<file path="src/rtl/fmap_pingpong_ctrl_pkg.sv">
// rtl/fmap_pingpong_ctrl_pkg.sv - shared state encoding and geometry constants for the feature-map ping-pong controller
package fmap_ctrl_pkg;

  localparam int FMAP_ADDR_WIDTH = 13;
  localparam int FMAP_BANK_AW    = 12;
  localparam int FMAP_DATA_WIDTH = 144;

  // 3-bit to line up with the current_state width of the sibling controllers
  typedef enum logic [2:0] {
    IDLE  = 3'd0,
    READ  = 3'd1,
    DRAIN = 3'd2,
    DONE  = 3'd3
  } fmap_state_e;

endpackage

</file>
<file path="src/rtl/fmap_pingpong_ctrl_if.sv">
// rtl/fmap_pingpong_ctrl_if.sv - layer control, conv handshake and DRM address bundle
interface fmap_pingpong_ctrl_if import fmap_ctrl_pkg::*; ();

  logic                       layer_start;
  logic [FMAP_BANK_AW-1:0]    rd_len;
  logic [FMAP_BANK_AW-1:0]    wr_len;
  logic                       conv_ready;
  logic                       conv_out_valid;
  logic [FMAP_ADDR_WIDTH-1:0] rd_addr;
  logic                       conv_in_valid;
  logic [FMAP_ADDR_WIDTH-1:0] wr_addr;
  logic                       wr_en;
  logic                       bank_sel;
  logic                       busy;
  logic                       layer_done;
  logic                       wr_overflow;
  logic [31:0]                stall_cycles;

  modport master (
    output layer_start, rd_len, wr_len, conv_ready, conv_out_valid,
    input  rd_addr, conv_in_valid, wr_addr, wr_en, bank_sel, busy,
           layer_done, wr_overflow, stall_cycles
  );

  modport slave (
    input  layer_start, rd_len, wr_len, conv_ready, conv_out_valid,
    output rd_addr, conv_in_valid, wr_addr, wr_en, bank_sel, busy,
           layer_done, wr_overflow, stall_cycles
  );

endinterface

</file>
<file path="src/rtl/fmap_pingpong_ctrl_len_counter.sv">
// rtl/fmap_pingpong_ctrl_len_counter.sv - enable counter with load-clear, terminal flag against a length, and wrap
module fmap_len_counter import fmap_ctrl_pkg::*; #(
  parameter int WIDTH = FMAP_BANK_AW
) (
  input  logic             clk,
  input  logic             rst,
  input  logic             clear,
  input  logic             en,
  input  logic [WIDTH-1:0] len,
  output logic [WIDTH-1:0] cnt,
  output logic             term
);

  assign term = (cnt == len);

  // Wrapping at the terminal count keeps a full-bank length from running into the next bank
  always_ff @(posedge clk) begin
    if (rst || clear) begin
      cnt <= '0;
    end else if (en) begin
      cnt <= term ? '0 : cnt + 1'b1;
    end
  end

endmodule

</file>
<file path="src/rtl/fmap_pingpong_ctrl.sv">
// rtl/fmap_pingpong_ctrl.sv - ping-pong bank sequencer for the feature-map DRM; FMAP_PERF_CNT_EN enables the stall counter
module fmap_pingpong_ctrl import fmap_ctrl_pkg::*; #(
  parameter int ADDR_WIDTH = FMAP_ADDR_WIDTH,
  parameter int BANK_AW    = FMAP_BANK_AW,
  parameter int RD_LATENCY = 1
) (
  input logic                 clk,
  input logic                 rst,
  fmap_pingpong_ctrl_if.slave bus
);

  fmap_state_e         state_q, state_d;
  logic                bank_q;
  logic [BANK_AW-1:0]  rd_len_q, wr_len_q;
  logic [BANK_AW-1:0]  rd_cnt, wr_cnt;
  logic                rd_term, wr_term;
  logic [RD_LATENCY-1:0] pipe_q;
  logic [RD_LATENCY:0]   pipe_ext;
  logic                wr_full_q;
  logic                ovf_q;
  logic                start_ok, rd_issue, wr_win, wr_fire;
  logic [ADDR_WIDTH-1:0] rd_addr_w, wr_addr_w;

  assign start_ok = bus.layer_start && (state_q == IDLE);
  assign rd_issue = (state_q == READ) && bus.conv_ready;
  assign wr_win   = (state_q == READ) || (state_q == DRAIN);
  assign wr_fire  = wr_win && bus.conv_out_valid && !wr_full_q;

  fmap_len_counter #(.WIDTH(BANK_AW)) u_rd_cnt (
    .clk   (clk),
    .rst   (rst),
    .clear (start_ok),
    .en    (rd_issue),
    .len   (rd_len_q),
    .cnt   (rd_cnt),
    .term  (rd_term)
  );

  fmap_len_counter #(.WIDTH(BANK_AW)) u_wr_cnt (
    .clk   (clk),
    .rst   (rst),
    .clear (start_ok),
    .en    (wr_fire),
    .len   (wr_len_q),
    .cnt   (wr_cnt),
    .term  (wr_term)
  );

  always_comb begin
    state_d = state_q;
    case (state_q)
      IDLE:    if (start_ok) state_d = READ;
      READ:    if (rd_issue && rd_term) state_d = DRAIN;
      DRAIN:   if ((pipe_q == '0) && wr_full_q) state_d = DONE;
      DONE:    state_d = IDLE;
      default: state_d = IDLE;
    endcase
  end

  assign pipe_ext = {pipe_q, rd_issue};

  always_ff @(posedge clk) begin
    if (rst) begin
      state_q   <= IDLE;
      bank_q    <= 1'b0;
      rd_len_q  <= '0;
      wr_len_q  <= '0;
      pipe_q    <= '0;
      wr_full_q <= 1'b0;
      ovf_q     <= 1'b0;
    end else begin
      state_q <= state_d;
      pipe_q  <= pipe_ext[RD_LATENCY-1:0];
      if (state_q == DONE) bank_q <= ~bank_q;
      if (start_ok) begin
        rd_len_q <= bus.rd_len;
        wr_len_q <= bus.wr_len;
      end
      if (start_ok) begin
        wr_full_q <= 1'b0;
      end else if (wr_fire && wr_term) begin
        wr_full_q <= 1'b1;
      end
      // Any result the write port did not take is lost, whatever the state
      if (start_ok) begin
        ovf_q <= 1'b0;
      end else if (bus.conv_out_valid && !wr_fire) begin
        ovf_q <= 1'b1;
      end
    end
  end

  assign rd_addr_w = (state_q == READ) ? {bank_q, rd_cnt} : '0;
  assign wr_addr_w = wr_win ? {~bank_q, wr_cnt} : '0;

  assign bus.rd_addr       = rd_addr_w;
  assign bus.wr_addr       = wr_addr_w;
  assign bus.wr_en         = wr_fire;
  assign bus.conv_in_valid = pipe_q[RD_LATENCY-1];
  assign bus.bank_sel      = bank_q;
  assign bus.busy          = (state_q != IDLE);
  assign bus.layer_done    = (state_q == DONE);
  assign bus.wr_overflow   = ovf_q;

`ifdef FMAP_PERF_CNT_EN
  logic [31:0] stall_q;

  always_ff @(posedge clk) begin
    if (rst || start_ok) begin
      stall_q <= '0;
    end else if ((state_q == READ) && !bus.conv_ready && (stall_q != 32'hFFFF_FFFF)) begin
      stall_q <= stall_q + 32'd1;
    end
  end

  assign bus.stall_cycles = stall_q;
`else
  assign bus.stall_cycles = 32'd0;
`endif

endmodule

</file>
<file path="src/flat_wrapper.sv">
// flat-port wrapper written by rule: the top's interface ports become plain ports
module fmap_pingpong_ctrl_flat import fmap_ctrl_pkg::*;
#(
  parameter int ADDR_WIDTH = FMAP_ADDR_WIDTH,
  parameter int BANK_AW    = FMAP_BANK_AW,
  parameter int RD_LATENCY = 1
)
  (clk, rst, bus_layer_start, bus_rd_len, bus_wr_len, bus_conv_ready, bus_conv_out_valid, bus_rd_addr, bus_conv_in_valid, bus_wr_addr, bus_wr_en, bus_bank_sel, bus_busy, bus_layer_done, bus_wr_overflow, bus_stall_cycles);
  fmap_pingpong_ctrl_if bus_i ();
  input logic clk;
  input logic rst;
  input wire logic [$bits(bus_i.layer_start)-1:0] bus_layer_start;
  input wire logic [$bits(bus_i.rd_len)-1:0] bus_rd_len;
  input wire logic [$bits(bus_i.wr_len)-1:0] bus_wr_len;
  input wire logic [$bits(bus_i.conv_ready)-1:0] bus_conv_ready;
  input wire logic [$bits(bus_i.conv_out_valid)-1:0] bus_conv_out_valid;
  output wire logic [$bits(bus_i.rd_addr)-1:0] bus_rd_addr;
  output wire logic [$bits(bus_i.conv_in_valid)-1:0] bus_conv_in_valid;
  output wire logic [$bits(bus_i.wr_addr)-1:0] bus_wr_addr;
  output wire logic [$bits(bus_i.wr_en)-1:0] bus_wr_en;
  output wire logic [$bits(bus_i.bank_sel)-1:0] bus_bank_sel;
  output wire logic [$bits(bus_i.busy)-1:0] bus_busy;
  output wire logic [$bits(bus_i.layer_done)-1:0] bus_layer_done;
  output wire logic [$bits(bus_i.wr_overflow)-1:0] bus_wr_overflow;
  output wire logic [$bits(bus_i.stall_cycles)-1:0] bus_stall_cycles;
  assign bus_i.layer_start = bus_layer_start;
  assign bus_i.rd_len = bus_rd_len;
  assign bus_i.wr_len = bus_wr_len;
  assign bus_i.conv_ready = bus_conv_ready;
  assign bus_i.conv_out_valid = bus_conv_out_valid;
  assign bus_rd_addr = bus_i.rd_addr;
  assign bus_conv_in_valid = bus_i.conv_in_valid;
  assign bus_wr_addr = bus_i.wr_addr;
  assign bus_wr_en = bus_i.wr_en;
  assign bus_bank_sel = bus_i.bank_sel;
  assign bus_busy = bus_i.busy;
  assign bus_layer_done = bus_i.layer_done;
  assign bus_wr_overflow = bus_i.wr_overflow;
  assign bus_stall_cycles = bus_i.stall_cycles;
  fmap_pingpong_ctrl #(.ADDR_WIDTH(ADDR_WIDTH), .BANK_AW(BANK_AW), .RD_LATENCY(RD_LATENCY)) u_core (.clk(clk), .rst(rst), .bus(bus_i));
endmodule
</file>
<file path="config.mk">
export PLATFORM = sky130hd
export DESIGN_NAME = fmap_pingpong_ctrl_flat
export DESIGN_NICKNAME = d
export VERILOG_FILES = /design/src/rtl/fmap_pingpong_ctrl_pkg.sv /design/src/rtl/fmap_pingpong_ctrl_if.sv /design/src/rtl/fmap_pingpong_ctrl_len_counter.sv /design/src/rtl/fmap_pingpong_ctrl.sv /design/src/flat_wrapper.sv
export SDC_FILE = /design/constraint.sdc
export NUM_CORES = 1
export LEC_CHECK = 0
export CORE_MARGIN = 2
export CORE_UTILIZATION = 50
export CTS_BUF_LIST = sky130_fd_sc_hd__clkbuf_2
export CTS_CLUSTER_SIZE = 12
export DETAILED_ROUTE_END_ITERATION = 7
export PLACE_DENSITY_LB_ADDON = 0.15
export SYNTH_ARGS = -nofsm -noshare
export SYNTH_HDL_FRONTEND = slang
export SYNTH_HIERARCHICAL = 1
export SYNTH_SLANG_ARGS = --single-unit
</file>
<file path="constraint.sdc">
create_clock -name clk -period 5.5 [get_ports clk]
set_input_delay 0.55 -clock clk [delete_from_list [all_inputs] [get_ports clk]]
set_output_delay 0.55 -clock clk [all_outputs]
set_load 0.03 [all_outputs]
</file>
==> results_dict.tcl <==
set metrics [dict create \
    status "finished, final reports clean" \
    grt_pass1_vias 2100 \
    dieHeight_um 81.5 \
    fin_setup_tns_ps 0 \
    grt.met1_usage 0.248 \
    dr.pass1.iters 4 \
    synth_compound_area_frac 0.0754 \
    endpoint "bus_wr_en" \
    wl_um 6080 \
    cts_buffer_depth 2 \
    min_period_ps 3550 \
    worst_ir_drop_vdd_mv 0.272 \
    die_x_um 81.5 \
    multi_input_area_sq_um 1730 \
    overflow 0 \
    vias 2420 \
    whs_ps 488 \
    r2r_slack_ps 2170 \
    synth_seq_cells 54 \
    fmax_mhz 282 \
    fillers 528 \
    r2r-start "u_core/state_q[0]$_SDFFE_PP0P_" \
    synth.avg_cell_area_sq_um 8.23 \
    crit_path_cell_trace "inv_1, ha_1, nand2_1, nor2_1, clkdlybuf4s50_1" \
    grt_use_met3 0.0495 \
    io_buffers 60 \
    clock-sinks 54 \
    muxShareOfSynthArea 0.00708 \
    finalInstanceArea_sq_um 3610 \
    worstMarginPinSlew_ps 826 \
    path_buf_inv 2 \
    rr_endpoint "u_core/u_wr_cnt/cnt[8]$_SDFFE_PP0P_" \
    final_cell_mix "66 x nand2_1, 60 x clkdlybuf4s50_1, 54 x dfxtp_1" \
    yosys.area_share.xor_xnor 0.119 \
    n_antenna_cell 0 \
    synth_top_family_by_area "simple AND/OR/NAND/NOR gates" \
    cts_resized 0 \
    synth-simple-area-share 0.299 \
    dp_hpwl_um 4540 \
    p_per_area_nw_per_um2 313 \
    clk_latency_ps 460 \
    worstPathArrival_ps 3000 \
    cap_viol_max_count 0 \
    period_share 0.645 \
    worstSetupStartpointType "flop" \
    leakage_nw 1.31 \
    slew_violations 0 \
    dr.first_iter.drc_count 114 \
    htree_num_levels 2 \
    worstRegToRegCells 7 \
    num-nets-final 458 \
    critPathLaunch "u_core/state_q[0]$_SDFFE_PP0P_" \
    met2_usage 0.320 \
    cp_top_family "buffers and inverters" \
    row_count 28 \
    pin_count 93 \
    die_area_sq_um 6650 \
    crit_path_max_incr_delay_ps 790 \
    synth-adder-area-share 0.0333 \
    slew_headroom 0.448 \
    drc_errors 0 \
    grt_usage 0.194 \
    final_cells 497 \
    start_util 0.514 \
    clkTransAtPathRegs_ps 270 \
    cts_hold_buf 0 \
    avgViaCountPerCell 4.87 \
    synth_warnings 6 \
    crit_fanout 16 \
    cp.required_ps 4950 \
    path_class "reg -> out" \
    antenna_found_initial 0 \
    grt_max_degree 35 \
    ys_seq_area_frac 0.360 \
    cts_setup_buffers 0 \
    syn_inst 365 \
    worst_path_max_delay_cell "clkdlybuf4s50_1" \
    ant_nets 0 \
    clockRootBuffer "clkbuf_2" \
    wl_per_cell_um 12.2 \
    cp-end-kind "output pin" \
    dp.cells 489 \
    hold_viol_final 0 \
    tritoncts "done" \
    cts_buffers 5 \
    ff_latch_area_sq_um 1080 \
    setup_viol 0 \
    path_depth 5 \
    syn_to_final_growth_pct 20.1 \
    fp.coreArea_sq_um 5850 \
    dpl-instance-area_sq_um 3540 \
    final_common_cell "nand2_1" \
    grt_pass1_wl_um 9910 \
    syn_area_sq_um 3010 \
    hp-class "reg -> reg" \
    drive_above_1_share 0.0687 \
    skew_ps 15.4 \
    gp_congestion 0.875 \
    synth_cell_types 36 \
    grt.busiest_layer "met2" \
    rsz0062_at_grt "false" \
]
==> flip-flops by register name, indices dropped and copies added (netlist names) <==
name                      flops
u_core/u_rd_cnt/cnt          12
u_core/wr_len_q              12
u_core/wr_full_q              1
u_core/rd_len_q              12
u_core/u_wr_cnt/cnt          12
u_core/bus.wr_overflow        1
u_core/bus.conv_in_valid      1
u_core/state_q                2
u_core/bus.bank_sel           1
==> where the power goes <==
part / switching (mW) / total (mW) / internal [mW]
Sequential: 0.0389 / 0.475 / 0.437
Clock: 0.128 / 0.204 / 0.0760
Combinational: 0.279 / 0.449 / 0.170
==> worst min path at each step <==
stage,start,endpoint,slack (ps),depth (start not counted)
after floorplan,u_core/rd_len_q[0]$_SDFFE_PP0P_,u_core/rd_len_q[0]$_SDFFE_PP0P_,450,2
after global placement,u_core/bus.wr_overflow$_SDFFE_PP0P_,u_core/bus.wr_overflow$_SDFFE_PP0P_,460,2
after detailed placement,u_core/rd_len_q[10]$_SDFFE_PP0P_,u_core/rd_len_q[10]$_SDFFE_PP0P_,460,2
after CTS,u_core/rd_len_q[10]$_SDFFE_PP0P_,u_core/rd_len_q[10]$_SDFFE_PP0P_,490,2
after global routing,u_core/rd_len_q[10]$_SDFFE_PP0P_,u_core/rd_len_q[10]$_SDFFE_PP0P_,500,2
final,u_core/rd_len_q[10]$_SDFFE_PP0P_,u_core/rd_len_q[10]$_SDFFE_PP0P_,490,2
==> cell type report <==
class | count | area share
multi-input combinational | 291 | 0.478
sequential | 54 | 0.299
timing repair buffer | 61 | 0.168
tap | 75 | 0.0260
clock inverter | 3 | 0.0125
inverter | 8 | 0.00832
clock buffer | 5 | 0.00693
==> cells in the mapped netlist, drive strengths merged <==
library cell	n	area share
a21o	4	0.012
a222oi	1	0.0033
or3b	6	0.017
a211oi	1	0.0025
nor2	22	0.027
nand2b	7	0.015
nand3	5	0.0083
o21ai	1	0.0017
inv	7	0.0087
clkinv	1	0.0012
nand3b	2	0.0050
nand4	12	0.033
conb	1	0.0012
clkbuf	9	0.011
or2b	4	0.010
or3	2	0.0042
mux2i	1	0.0033
nor2b	2	0.0042
a21oi	30	0.050
and3	2	0.0050
xor2	10	0.029
mux2	1	0.0037
xnor2	31	0.090
dfxtp	54	0.36
a31oi	3	0.0062
nor3	10	0.027
ha	8	0.033
nand2	66	0.082
buf	34	0.083
and2	26	0.056
or2	2	0.0042
==> cell families (layout without fill, tap and decap cells) <==
logic type               after synthesis  in the layout
multiplexers                           2              2
XOR/XNOR                              41             41
buffers and inverters                 51             77
adder cells (fa/ha/maj)                8              8
AO/OA/AOI/OAI                         40             40
AND/OR/NAND/NOR                      168            168
other                                  1             32
flip-flops                            54             54
==> routing by layer <==
metal / vias to the layer above / routed length (um)
met4: 0 / 82
met3: 8 / 369
met5: - / 0
li1: 1238 / -
met2: 64 / 2930
met1: 1110 / 2690
==> stage by stage <==
step                setup slack [ps]  utilization  total power [mW]
global route                    1630        0.617              1.21
floorplan                       3160            -             0.832
detailed placement              1940        0.605             0.939
global placement                1980        0.605             0.928
finish                          1950        0.617              1.13
CTS                             1930        0.617              1.14
==> worst register-to-register path: stages (launching register included) <==
cell and delay [ps]:
dfxtp_1 470, inv_1 100, ha_1 250, nand2_1 620
clkinv_1 870, or2_2 600, a21o_2 270, nor2_1 110
Note: power is estimated with default switching activity, not from simulation.
